### src/rtl/rf_bypass_pkg.sv
// Shared register-file constants and the register-index type used by
// decode and writeback.
package rf_bypass_pkg;

  localparam int RF_WIDTH = 16;
  localparam int RF_NREG  = 8;
  localparam int RF_AW    = 3;

  typedef logic [RF_AW-1:0] regIdx_t;

endpackage

### src/rtl/rf_reg.sv
// One storage word of the register file: async active-low clear, loads
// i_writeData on a rising clk edge when i_writeEn is high.
module rf_reg #(
  parameter int WIDTH = 16
) (
  input  logic             clk,
  input  logic             rst_n,
  input  logic             i_writeEn,
  input  logic [WIDTH-1:0] i_writeData,
  output logic [WIDTH-1:0] o_q
);

  logic [WIDTH-1:0] r_q;

  // Clear immediately on reset, otherwise load only when this word is selected.
  always_ff @(posedge clk or negedge rst_n) begin
    if (!rst_n) begin
      r_q <= '0;
    end else if (i_writeEn) begin
      r_q <= i_writeData;
    end
  end

  assign o_q = r_q;

endmodule

### src/rtl/rf_bypass.sv
// Architectural register file feeding ALU operands A/B. Two combinational
// read ports with same-cycle write-to-read bypass, one synchronous write
// port, and a sticky simulation-only error flag for X/Z accesses.
module rf_bypass
  import rf_bypass_pkg::*;
#(
  parameter int WIDTH = RF_WIDTH,
  parameter int NREG  = RF_NREG,
  parameter int AW    = RF_AW
) (
  input  logic             clk,
  input  logic             rst_n,
  input  logic [AW-1:0]    read1RegSel,
  input  logic [AW-1:0]    read2RegSel,
  input  logic [AW-1:0]    writeRegSel,
  input  logic [WIDTH-1:0] writeData,
  input  logic             writeEn,
  output logic [WIDTH-1:0] read1Data,
  output logic [WIDTH-1:0] read2Data,
  output logic             err
);

  logic [WIDTH-1:0] w_regQ [NREG];
  logic [NREG-1:0]  w_wrSel;
  logic             w_hit1;
  logic             w_hit2;
  logic             w_errCond;
  logic             r_err;

  // One word per register; the write decoder gates writeEn with a one-hot
  // decode of writeRegSel so exactly one word loads per write.
  genvar gi;
  generate
    for (gi = 0; gi < NREG; gi++) begin : g_reg
      assign w_wrSel[gi] = writeEn && (writeRegSel == AW'(gi));

      rf_reg #(.WIDTH(WIDTH)) u_reg (
        .clk         (clk),
        .rst_n       (rst_n),
        .i_writeEn   (w_wrSel[gi]),
        .i_writeData (writeData),
        .o_q         (w_regQ[gi])
      );
    end
  endgenerate

  assign w_hit1 = writeEn && (writeRegSel == read1RegSel);
  assign w_hit2 = writeEn && (writeRegSel == read2RegSel);

  // Port 1 mux: forward the in-flight write on a match, read 0 while in reset.
  always_comb begin
    read1Data = '0;
    if (rst_n) begin
      read1Data = w_hit1 ? writeData : w_regQ[read1RegSel];
    end
  end

  // Port 2 mux: same bypass rule, independent of port 1.
  always_comb begin
    read2Data = '0;
    if (rst_n) begin
      read2Data = w_hit2 ? writeData : w_regQ[read2RegSel];
    end
  end

`ifndef SYNTHESIS
  assign w_errCond = $isunknown(writeEn)
                  || ((writeEn === 1'b1) && $isunknown(writeRegSel))
                  || $isunknown(read1RegSel)
                  || $isunknown(read2RegSel);
`else
  assign w_errCond = 1'b0;
`endif

  // Sticky error flag: once set it holds until the next reset.
  always_ff @(posedge clk or negedge rst_n) begin
    if (!rst_n) begin
      r_err <= 1'b0;
    end else if (w_errCond) begin
      r_err <= 1'b1;
    end
  end

  assign err = r_err;

endmodule

### config.mk
export PLATFORM = sky130hd
export DESIGN_NAME = rf_bypass
export DESIGN_NICKNAME = d
export VERILOG_FILES = /design/src/rtl/rf_bypass_pkg.sv /design/src/rtl/rf_reg.sv /design/src/rtl/rf_bypass.sv
export SDC_FILE = /design/constraint.sdc
export NUM_CORES = 1
export LEC_CHECK = 0
export BUFFER_PORTS_ARGS = -buffer_cell sky130_fd_sc_hd__buf_2
export CAP_MARGIN = 15
export CORE_ASPECT_RATIO = 1.4
export CORE_MARGIN = 3
export CORE_UTILIZATION = 67
export CTS_BUF_LIST = sky130_fd_sc_hd__clkbuf_8
export DETAILED_ROUTE_END_ITERATION = 8
export PLACE_DENSITY_LB_ADDON = 0.15
export SYNTH_ARGS = -nofsm -noshare
export SYNTH_HDL_FRONTEND = slang
export SYNTH_SLANG_ARGS = --single-unit
### constraint.sdc
create_clock -name clk -period 3.1 [get_ports clk]
set_clock_uncertainty 0.2 [all_clocks]
set_input_delay 0.155 -clock clk [delete_from_list [all_inputs] [get_ports clk]]
set_output_delay 0.155 -clock clk [all_outputs]
set_load 0.1 [all_outputs]
* Yosys cells after proc, flatten, opt, wreduce, memory -nomap -nowiden
Index checks and enable logic that the tools add are counted.
Storage, ports and cells: register bits after elaboration 128, output and inout bits 33, logic and storage cells 42, input bits 28
Operators by class: mux-type cells 10, equal/unequal tests 9, bitwise logic cells 2, magnitude comparators 2, reductions and logical operators 11
Operator list (number):
- $mux 16 | 8
- $bmux 16 s3 | 2
- $eq 3x3->1 const B | 4
- $logic_and 1x1->1 | 10
- $ge 4x4->1 const B | 2
- $not 3->4 | 2
- $eq 3x2->1 const B | 2
- $eq 3x3->1 | 2
- $eq 3x1->1 const B | 1
- $logic_not 3->1 | 1

* Depth between registers and ports, before layout
depth in word-level cells 6, mapped depth 7, mapped depth without buffers 4

* Hierarchy
A second synthesis with hierarchy kept.
Second synthesis, totals: cell total of the unflattened synthesis 554, area, all modules 7947.6 um^2
Modules (own cells, without submodules):
- rf_reg | seq. area each 400.4 um^2, cells each 34, instances 8, area each 649.4 um^2
- rf_bypass | seq. area each 0.0 um^2, cells each 282, instances 1, area each 2752.6 um^2

* Least setup slack after synthesis
Ideal clock, no wire load.
path kind input port to output port, from in read1RegSel[0], to out read1Data[0], data required time 2.745 ns, buffers on the path 3, arrival 2.533 ns, stages on the path 7, slack 0.212 ns, path through buf_4 -> or2_2 -> buf_2 -> buf_2 -> o22ai_1 -> a21oi_1 -> a21oi_1
Between the ends: word-level cells in the longest chain between the ends 6, elaborated cells on any way between the ends 8, classes of those cells eq/ne: 1; mux: 5; bitwise: 1; reduce/logical: 1
RTL lines:
- start, declared | RTL line rf_bypass.sv:13 | input logic [AW-1:0] read1RegSel,
- $not 3->4 (not written as such) | RTL line rf_bypass.sv:54 | read1Data = w_hit1 ? writeData : w_regQ[read1RegSel];
- $bmux 16 s3 | RTL line rf_bypass.sv:54
- $mux 16 (not written as such) (2 in series) | RTL line rf_bypass.sv:54
- $mux 16 * | RTL line rf_bypass.sv:54
- $mux 16 * | RTL line rf_bypass.sv:53 | if (rst_n) begin
- end, declared | RTL line rf_bypass.sv:18 | output logic [WIDTH-1:0] read1Data,
Every way passes the cells marked *; elsewhere a longest branch is shown, timed or not. The select of a mux whose other input is x is not followed.

* Final worst setup path
from in rst_n, to out read1Data[14]
Between the ends: word-level cells in the longest chain between the ends 1
RTL lines:
- start, declared | RTL line rf_bypass.sv:12 | input logic rst_n,
- $mux 16 | RTL line rf_bypass.sv:53
Every way passes these cells.

==> out/qor.csv <==
metric,value,unit
DIE WIDTH,94.6,microns
# setup viols final,0,
Post-DP HPWL,11900,microns
"EDFF count, synth",0,
GRT Overall Usage,33.0,%
DIE HEIGHT,130,microns
routability cong.,0.896,
CP required,2.74,ns
"Top FF cell, synth",dfrtp_1,
Final nets,643,
part of the cycle the worst path needs,81.3,%
max reg flops,128,
syn nets,589,
Hold WC Path Type,in -> async,
CORE AREA,10600,sq um
Top Ports,61,
share of cells above drive strength 1,44.6,%
actual slew at the worst max-slew pin,0.880,ns
Pwr Total,5.56,mW
via count,5250,
Final Routed Wirelength,18600,microns
Post-synth top cells,"128 x dfrtp_1, 108 x mux2_2, 62 x a21oi_1, 62 x mux2i_1, 34 x mux4_2",
outcome,completed,
GR Overflow Total,0,
Initial Util,69.7,%
Avg WL per Cell,24.4,microns
Final min period,2.52,ns
CTS tree,done,
sum of negative setup slack,0,ns
DRT antenna net count,0,
Synth Cell Area,7360,sq um
row count,44,
Max Clk Rate,0.397,GHz
fillers,653,
Synthesis Warnings,0,
vias in the first global route,5556,
clock sinks,128,
Iter 0 DRT Violations,454,
clock-pin slew on the worst setup and hold paths,0.07,ns
"FF+latch count, synth",128,
"Seq/Total Area, Yosys",43.5,%
pre-CTS setup slack,0.648,ns
post-synth top area cell,dfrtp_1,
Hold Worst Slack,0.0925,ns
RR Startpoint,g_reg[6].u_reg.o_q[8]$_DFFE_PN0P_,
leakage power,3.63,nW
Power Density,671,nW/um^2
top post-synthesis cells by area,"dfrtp_1 44%, mux2_2 17%, mux4_2 10%",
clock buffer depth,2,
largest net degree at the start of global routing,87,
post-layout util,78.4,%
Syn Inst Count,561,
htree depth,4,
syn avg cell area,13.1,sq um
startpoint types,primary input,
post-synthesis async set-or-reset flop share,100,%
Critical Path Sink Type,output pin,
Worst VDD drop,523,uV
global-route wire length before repair,30300,microns
Max-cap violations,0,
final instance area,8290,sq um
unrepaired setup endpoints after global routing,no,
# placed instances,717,
Die Footprint,12300,sq um
Setup CP Type,in -> out,
DR vias/cell,6.88,
post-route setup slack,0.579,ns
TritonCTS Buffers,17,
share of the synthesized area in the top cell type,43.5,%
Layout area overhead,12.5,%
DR pass1 iterations,4,
clk root buf,clkbuf_8,
initial antenna violation count,0,
crit-path max FO,86,
max-slew violations,0,
cell with the most instances after synthesis,dfrtp_1,
post-synth cell types,26,
Worst-Skew Late Latency,0.42,ns
worst setup path startpoint,rst_n,
fin cells,763,
Final Hold Vio Count,0,
ANT cells,0,
data arrival time of the worst path,2.17,ns
Worst slew margin,41.4,%
post-route DRC violation count,0,
Port Buffers,59,
placed inst area,7720,sq um
per-layer routing:
layer / GRT usage [%] / share of wire [%] / up-vias
met2: 53.3 / 49 / 306
li1: - / - / 2228
met1: 42.6 / 39 / 2642
met5: 0 / 0 / -
met4: 13.9 / 3.9 / 0
met3: 8.25 / 8.3 / 74
placed cells by master (no fill, tap or decap), drive strengths merged:
| cell type | synthesis | routed |
|---|---|---|
| dfrtp | 128 | 128 |
| mux2 | 128 | 128 |
| buf | 53 | 80 |
| mux2i | 62 | 62 |
| a21oi | 62 | 62 |
| mux4 | 34 | 34 |
| o21ai | 32 | 32 |
| o22ai | 30 | 30 |
| clkbuf | 9 | 20 |
| dlygate4sd3 | 0 | 17 |
| xnor2 | 6 | 6 |
| nand4b | 3 | 3 |
| inv | 0 | 3 |
| bufinv | 0 | 3 |
| nand4 | 3 | 3 |
| nand2b | 3 | 3 |
| or2 | 2 | 2 |
| nor3b | 2 | 2 |
| nor3 | 2 | 2 |
| clkinv | 0 | 2 |
| nand2 | 1 | 1 |
| conb | 1 | 1 |
| clkinvlp | 0 | 1 |
critical path, stage by stage:
cell           delay (ns)
dlygate4sd3_1        0.54
buf_6                0.50
o21ai_0              0.21
a21oi_1              0.23
buf_2                0.47
where the power goes:
part	internal, mW	switching (mW)	leakage [nW]
logic	0.776	0.995	1.89
registers	2.04	0.296	1.54
clock network	0.835	0.614	0.210
timing repair:
action | CTS | global route
endpoints found under the hold margin | 179 | 0
setup endpoints to repair | 0 | 0
hold buffers | 17 | 0
gates resized for setup | 0 | 0
setup buffers | 0 | 0
logic make-up (layout without fill, tap and decap cells):
logic type / after synthesis / in the layout / synth area share, %
AO/OA/AOI/OAI: 124 / 124 / 8.94
AND/OR/NAND/NOR: 16 / 16 / 2.48
buffers and inverters: 62 / 126 / 4.89
flip-flops: 128 / 128 / 43.5
multiplexers: 224 / 224 / 39.4
XOR/XNOR: 6 / 6 / 0.714
other: 1 / 1 / 0.0509
final cells by class:
| class | instances | area (sq um) | area share, % |
|---|---|---|---|
| Clock inverter | 9 | 119 | 1.43 |
| Tap cell | 138 | 173 | 2.08 |
| Timing Repair Buffer | 97 | 717 | 8.65 |
| Sequential cell | 128 | 3200 | 38.7 |
| Multi-Input combinational cell | 371 | 3800 | 45.9 |
| Clock buffer | 20 | 275 | 3.32 |
final timing paths:
path	slack, ns	depth (start not counted)	endpoint
worst min register to register	0.33	1	g_reg[0].u_reg.o_q[12]$_DFFE_PN0P_
worst min-delay path	0.09	2	g_reg[4].u_reg.o_q[8]$_DFFE_PN0P_
worst max register to register	2.09	1	g_reg[6].u_reg.o_q[8]$_DFFE_PN0P_
min in group clk	0.14	3	g_reg[1].u_reg.o_q[3]$_DFFE_PN0P_
max in group asynchronous	1.66	3	g_reg[6].u_reg.o_q[7]$_DFFE_PN0P_
worst max-delay path	0.58	5	read1Data[14]
No activity file was read; power rests on OpenSTA's default activity.
